===== src/rtl/dis7seg_scan_driver.sv =====
// Time-multiplexed 7-segment scan driver: shadow-latched hex codes, decimal points
// and blink mask, one digit per CLK_DIV-cycle slot, registered pin outputs.
module dis7seg_scan_driver #(
  parameter int unsigned N_DIGITS     = 4,
  parameter int unsigned CLK_DIV      = 50000,
  parameter int unsigned BLINK_FRAMES = 64,
  parameter bit          ACTIVE_LOW   = 1'b1
) (
  input  logic                    clk,
  input  logic                    rst,
  input  logic                    load,
  input  logic [4*N_DIGITS-1:0]   codes,
  input  logic [N_DIGITS-1:0]     dp_in,
  input  logic [N_DIGITS-1:0]     blink_mask,
  input  logic                    enable,
  output logic [6:0]              seg,
  output logic                    dp,
  output logic [N_DIGITS-1:0]     an,
  output logic                    frame_done
);

  localparam int unsigned IDX_W = (N_DIGITS > 1) ? $clog2(N_DIGITS) : 1;
  localparam int unsigned PRE_W = $clog2(CLK_DIV);
  localparam int unsigned FRM_W = (BLINK_FRAMES > 1) ? $clog2(BLINK_FRAMES) : 1;

  localparam logic [IDX_W-1:0] IDX_LAST = IDX_W'(N_DIGITS - 1);
  localparam logic [PRE_W-1:0] PRE_LAST = PRE_W'(CLK_DIV - 1);
  localparam logic [FRM_W-1:0] FRM_LAST = FRM_W'(BLINK_FRAMES - 1);

  localparam logic [6:0]          SEG_OFF = {7{ACTIVE_LOW}};
  localparam logic                DP_OFF  = ACTIVE_LOW;
  localparam logic [N_DIGITS-1:0] AN_OFF  = {N_DIGITS{ACTIVE_LOW}};

  typedef enum logic {
    PH_VISIBLE = 1'b0,
    PH_OFF     = 1'b1
  } phase_e;

  logic [PRE_W-1:0]      pre_q, pre_d;
  logic [IDX_W-1:0]      idx_q, idx_d;
  logic [FRM_W-1:0]      frm_q, frm_d;
  phase_e                phase_q, phase_d;
  logic [4*N_DIGITS-1:0] codes_q, codes_d;
  logic [N_DIGITS-1:0]   dps_q, dps_d;
  logic [N_DIGITS-1:0]   bmask_q, bmask_d;
  logic                  wrap_q;
  logic                  fd_q;
  logic [6:0]            seg_q, seg_d;
  logic                  dp_q, dp_d;
  logic [N_DIGITS-1:0]   an_q, an_d;

  logic                  slot_end;
  logic                  wrap;
  logic [3:0]            cur_code;
  logic                  cur_dp;
  logic                  cur_blink;
  logic [N_DIGITS-1:0]   an_on;
  logic                  blank;

  function automatic logic [6:0] hex_glyph(input logic [3:0] c);
    logic [6:0] g;
    g = 7'h00;
    case (c)
      4'h0: g = 7'h3F;
      4'h1: g = 7'h06;
      4'h2: g = 7'h5B;
      4'h3: g = 7'h4F;
      4'h4: g = 7'h66;
      4'h5: g = 7'h6D;
      4'h6: g = 7'h7D;
      4'h7: g = 7'h07;
      4'h8: g = 7'h7F;
      4'h9: g = 7'h6F;
      4'hA: g = 7'h77;
      4'hB: g = 7'h7C;
      4'hC: g = 7'h39;
      4'hD: g = 7'h5E;
      4'hE: g = 7'h79;
      4'hF: g = 7'h71;
      default: g = 7'h00;
    endcase
    return g;
  endfunction

  always_comb begin
    slot_end = (pre_q == PRE_LAST);
    wrap     = slot_end && (idx_q == IDX_LAST);

    pre_d   = slot_end ? '0 : pre_q + 1'b1;
    idx_d   = idx_q;
    frm_d   = frm_q;
    phase_d = phase_q;
    if (slot_end) begin
      idx_d = (idx_q == IDX_LAST) ? '0 : idx_q + 1'b1;
    end
    if (wrap) begin
      if (frm_q == FRM_LAST) begin
        frm_d   = '0;
        phase_d = (phase_q == PH_VISIBLE) ? PH_OFF : PH_VISIBLE;
      end else begin
        frm_d = frm_q + 1'b1;
      end
    end

    codes_d = load ? codes      : codes_q;
    dps_d   = load ? dp_in      : dps_q;
    bmask_d = load ? blink_mask : bmask_q;

    // Pins follow the current index and shadow contents, so a load coinciding
    // with a digit advance is seen by the incoming digit.
    cur_code  = '0;
    cur_dp    = 1'b0;
    cur_blink = 1'b0;
    an_on     = '0;
    for (int unsigned i = 0; i < N_DIGITS; i++) begin
      if (idx_q == IDX_W'(i)) begin
        cur_code  = codes_q[4*i +: 4];
        cur_dp    = dps_q[i];
        cur_blink = bmask_q[i];
        an_on[i]  = 1'b1;
      end
    end

    blank = !enable || ((phase_q == PH_OFF) && cur_blink);
    seg_d = (blank ? 7'h00 : hex_glyph(cur_code)) ^ SEG_OFF;
    dp_d  = (!blank && cur_dp) ^ DP_OFF;
    an_d  = (blank ? '0 : an_on) ^ AN_OFF;
  end

  always_ff @(posedge clk) begin
    if (rst) begin
      pre_q   <= '0;
      idx_q   <= '0;
      frm_q   <= '0;
      phase_q <= PH_VISIBLE;
      codes_q <= '0;
      dps_q   <= '0;
      bmask_q <= '0;
      wrap_q  <= 1'b0;
      fd_q    <= 1'b0;
      seg_q   <= SEG_OFF;
      dp_q    <= DP_OFF;
      an_q    <= AN_OFF;
    end else begin
      pre_q   <= pre_d;
      idx_q   <= idx_d;
      frm_q   <= frm_d;
      phase_q <= phase_d;
      codes_q <= codes_d;
      dps_q   <= dps_d;
      bmask_q <= bmask_d;
      // Delayed one extra stage so the pulse coincides with digit 0 reaching the pins.
      wrap_q  <= wrap;
      fd_q    <= wrap_q;
      seg_q   <= seg_d;
      dp_q    <= dp_d;
      an_q    <= an_d;
    end
  end

  assign seg        = seg_q;
  assign dp         = dp_q;
  assign an         = an_q;
  assign frame_done = fd_q;

endmodule


===== config.mk =====
export PLATFORM = sky130hd
export DESIGN_NAME = dis7seg_scan_driver
export DESIGN_NICKNAME = d
export VERILOG_FILES = /design/src/rtl/dis7seg_scan_driver.sv
export SDC_FILE = /design/constraint.sdc
export NUM_CORES = 1
export LEC_CHECK = 0
export CAP_MARGIN = 5
export CORE_MARGIN = 2
export CORE_UTILIZATION = 30
export CTS_BUF_LIST = sky130_fd_sc_hd__clkbuf_4 sky130_fd_sc_hd__clkbuf_8
export CTS_CLUSTER_DIAMETER = 80
export DETAILED_ROUTE_END_ITERATION = 8
export GPL_TIMING_DRIVEN = 0
export PLACE_DENSITY_LB_ADDON = 0.25
export SLEW_MARGIN = 10
export SYNTH_ARGS = -nofsm -noshare
export SYNTH_HDL_FRONTEND = slang
export SYNTH_SLANG_ARGS = --single-unit

===== constraint.sdc =====
create_clock -name clk -period 2.38 [get_ports clk]
set_clock_uncertainty 0.15 [all_clocks]
set_input_delay 0.357 -clock clk [delete_from_list [all_inputs] [get_ports clk]]
set_output_delay 0.357 -clock clk [all_outputs]
set_load 0.005 [all_outputs]

; ---- Word level (Yosys, flattened, before mapping)
; Memories as Yosys holds them, arrays and structs flattened.
; Index checks and enable logic that the tools add are counted.
[totals]
in_bits = 28
regBits = 63
mem_bits_ro = 112
elab_cells = 54
out_inout_bits = 13
n_memories = 1
[mem_list]
columns = memory, words, width, rd, rd_ports_with_merged_regs, write_ports, line
row1 = (no name shown), 16, 7, 1, 0, 0, 63  ; case (c)
[op_classes]
add_sub_neg = 3
n_eq_ne = 5
bitwise = 3
n_reduce_logical = 9
muxes = 21
[ops]
columns = operator, n
row1 = $mux 4, 5
row2 = $add 16x1->16 const B, 1
row3 = $eq 16x16->1 const B, 1
row4 = $mux 1, 13
row5 = $mux 7, 1
row6 = $not 7->7, 1
row7 = $add 6x1->6 const B, 1
row8 = $eq 6x6->1 const B, 1
row9 = $mux 6, 1
row10 = $eq 2x2->1 const B, 2
row11 = $not 4->4, 1
row12 = $logic_and 1x1->1, 3
row13 = $add 2x1->2 const B, 1
row14 = $eq 2x1->1 const B, 1
row15 = $logic_not 1->1, 2
row16 = $logic_not 2->1, 1
row17 = $mux 2, 1
row18 = $reduce_and 2->1, 1
row19 = $reduce_or 2->1, 1
row20 = $logic_or 1x1->1, 1
row21 = $not 1->1, 1

; ---- Depth between registers and ports, before layout
; Gate-level depths: netlist of run 1.
[depth]
ltp_word = 10
depth_mapped = 11
ltp_nobuf = 10

; ---- Worst setup path after synthesis of run 1
; Ideal clock, no wire load.
[synth_timing]
path_type = flip-flop to flip-flop
from = register idx_q[1]
to = register seg_q[3], in the netlist seg[3]
arrival_time_ns = 2.085
path_stages_with_launch = 11
period_less_slack_ns = 2.364
n_path_buf = 1
setup_slack_ns = 0.016
required_ns = 2.101
setup_ns = 0.129
cell_sequence = dfxtp_1 -> inv_1 -> ha_1 -> clkbuf_1 -> nand3b_1 -> a31oi_1 -> inv_1 -> ha_1 -> a21oi_1 -> a22o_1 -> nand2_1
[synth_via]
elab_chain_cells = 9
word_cells_on_any_way = 17
cone_classes = 3 x eq/ne / 9 x mux / 1 x bitwise / 3 x reduce/logical / 1 x memory
[synth_lines]
columns = item, line
row1 = "start, declared", 40  ; logic [IDX_W-1:0] idx_q, idx_d;
row2 = "start signal, assigned", 146  ; idx_q <= idx_d;
row3 = "parallel branches: the longest is 7 deep, another holds $mem_v2 16x7", --
row4 = $mux 7 (*), 125  ; seg_d = (blank ? 7'h00 : hex_glyph(cur_code)) ^ SEG_OFF;
row5 = $not 7->7 (no source line) (*), --
row6 = "end signal, assigned", 155  ; seg_q <= seg_d;
row7 = "end, declared", 48  ; logic [6:0] seg_q, seg_d;
; Every way passes the cells marked *.
; A chain may end at the register's enable or synchronous reset.

; ---- Worst setup path after layout of run 1
; Ends and elaborated chain as after synthesis.

==> results of run 1 <==
## routing by layer
| metal | up-vias | routed length (um) | track usage |
|---|---|---|---|
| li1 | 1142 | - | - |
| met1 | 1012 | 3020 | 0.162 |
| met2 | 51 | 2660 | 0.194 |
| met3 | 8 | 276 | 0.0425 |
| met4 | 0 | 91 | 0.0537 |
| met5 | - | 0 | 0 |
## worst max-delay path, stage by stage, from the launching register on
cell and delay [ps]:
dfxtp_4 370, inv_1 60, ha_2 190, clkbuf_4 180, nand3b_1 230, a31oi_4 270, buf_4 150, ha_1 230
a21oi_1 130, a22o_1 130, nand2_1 50
## registers in the layout, summed over array words and instances (netlist names)
register	count
frame_done	1
phase_q	1
idx_q	2
seg	7
codes_q	16
dp	1
frm_q	6
wrap_q	1
pre_q	16
an	4
bmask_q	4
dps_q	4
## final timing paths
kind                      to  slack (ps)
setup / recovery      seg[3]         110
hold / removal    frame_done         290
hold reg to reg   frame_done         290
setup reg to reg      seg[3]         110
## layout make-up
type / instances / share of cell area
Clock inverter: 2 / 0.0161
Sequential cell: 63 / 0.339
Multi-Input combinational cell: 215 / 0.409
Inverter: 10 / 0.0101
Buffer: 13 / 0.0158
Tap cell: 111 / 0.0372
Clock buffer: 14 / 0.0500
Timing Repair Buffer: 48 / 0.123
## cells in the final DEF, fill, tap and decap left out, drive strengths merged, types with 10 or more instances in the layout
cell and count:
dfxtp 63, nor2 55, clkdlybuf4s50 39, mux2i 32
nand2 26, clkbuf 23, buf 13, ha 12
xor2 11, nand3 10, a21oi 10, inv 10
## cell families (layout without fill, tap and decap cells)
group | after synthesis | count (layout)
AND/OR/NAND/NOR | 128 | 128
buffers and inverters | 24 | 87
XOR/XNOR | 16 | 16
adder cells (fa/ha/maj) | 12 | 12
AO/OA/AOI/OAI | 27 | 27
multiplexers | 32 | 32
flip-flops | 63 | 63
## metrics by stage
stage                      util  area, um2  instances  setup TNS [ps]
final                     0.409       3730        476               0
after global routing      0.409       3730        476           -18.5
after CTS                 0.402       3660        471           -16.4
after detailed placement  0.364       3320        452           -3950
after global placement    0.364       3320        452           -3250
after floorplan               -       2790        302               0
## what timing repair did
action / CTS / global route
setup endpoints to repair: 18 / 6
pin swaps: 3 / 6
buffers inserted: 4 / 5
resized for setup: 11 / 13
## report_power, final
| part | switching (mW) | total, mW | internal [mW] |
|---|---|---|---|
| Combinational | 0.0934 | 0.214 | 0.120 |
| Clock | 0.400 | 1.12 | 0.717 |
| Sequential | 0.0175 | 1.11 | 1.09 |
| Total | 0.511 | 2.44 | 1.93 |
==> flow_summary.yaml, run 1 <==
logic_synthesis:
  synth_seq_area_share: 0.452
  syn_area_per_cell_um2: 9.23
  syn_nets: 342
  synth_area_mm2: 0.00279
  synth-xor-area-share: 0.0502
  ys_top_cells_by_count: "dfxtp_1 (63), nor2_1 (55), mux2i_1 (32)"
  yosys.area_share.simple: 0.230
  syn_inst: 302
  synth_compound_area_frac: 0.0659
  synth.distinct_cells: 39
  ys_ff_latch: 63
  synth.most_common_cell: "dfxtp_1"
  synth_enable_flop_cells: 0
  yosys_warnings: 0
  synth_ff_type: "dfxtp_1"
  synth_top_cell_by_area: "dfxtp_1"
  synth_top_family_by_area: "simple AND/OR/NAND/NOR gates"
  synth_adder_area_share: 0.0538
  synth.area.mux_share: 0.115
  synth_top_cell_area_share: 0.452
  ys_top_cells_by_area: "dfxtp_1 (45%), mux2i_1 (11%), nor2_1 (7.4%)"
  async_reset_ff_frac: 0
timing:
  fmax_mhz: 440
  min_period_over_period: 0.956
  whs_ps: 286
  hold_viol_final: 0
  final_period_minus_worst_setup_slack_ps: 2270
  relSlewSlack: 0.493
  tightest_slew_ps: 760
  setup_viol: 0
  drv_slew: 0
  timing.final.ws_setup_ps: 106
hold_path:
  min_from: "wrap_q"
  whs_path_depth: 1
  holdCritPathClass: "flop to flop"
clock_network:
  clk_latency_ps: 340
  cts-root-buf: "clkbuf_8"
  numCtsBuffers: 9
  clk_pin_slew_ps: 70
  clockBufferDepth: 2
  cts-htree-levels: 3
  cts_tree: "done"
  cts.sinks: 63
  cts_hold_buf: 0
final_layout:
  nets: 400
  n_antenna_cell: 0
  regArea_mm2: 0.00126
  fillers: 878
  multi_input_area_mm2: 0.00153
  drive_gt1_frac: 0.121
  syn2layout_area_growth_pct: 33.7
grt:
  antenna_found_initial: 0
  grt-ovfl-total: 0
  grt_max_degree: 11
  first_global_vias: 2117
  grt_use_total: 0.126
  grt_pass1_wl_um: 9930
detailed_routing:
  final_antenna_net_count: 0
  drc: 0
  routedWlPerCell_um: 12.7
  vias: 2213
  dr.pass1.iters: 4
  viasPerCell: 4.65
  drt_iter0_drc: 42
  wl_um: 6050
critical_path:
  cp-end-kind: "flop"
  cp.required_ps: 2460
  arrival_ps: 2350
  worst_setup_path_start_kind: "flop"
  cp-startpoint: "idx_q[1]"
  path_class: "flop to flop"
  crit_fanout: 10
  ff2ff_path_depth: 10
  rr_startpoint: "idx_q[1]"
die:
  core-area_mm2: 0.00911
  start_util: 0.306
  core.rowCount: 35
  io_pins: 41
  fp.dieH_um: 100
  die-area_mm2: 0.0101
  die_w_um: 100
placed_design:
  hpwl_um: 4270
  place_congestion: 0.746
  port-buffer-count: 39
  dp_slack_ps: -510
pwr:
  p_leak_nw: 1.48
  vdd_drop_max_v: 0.000283
  fin_total_pwr_mw: 2.44
  powerDensity_mw_per_mm2: 654
outcome:
  status: "finished clean"
flow_run:
  maxCapViolCount: 0
(Power assumes the default switching activity.)
==> run 2, diff against run 1 <==
Settings changed: CTS_CLUSTER_DIAMETER 80 to 120.
==> results of run 2 <==
The final DEF is identical to that of run 1; final timing and power are the same.
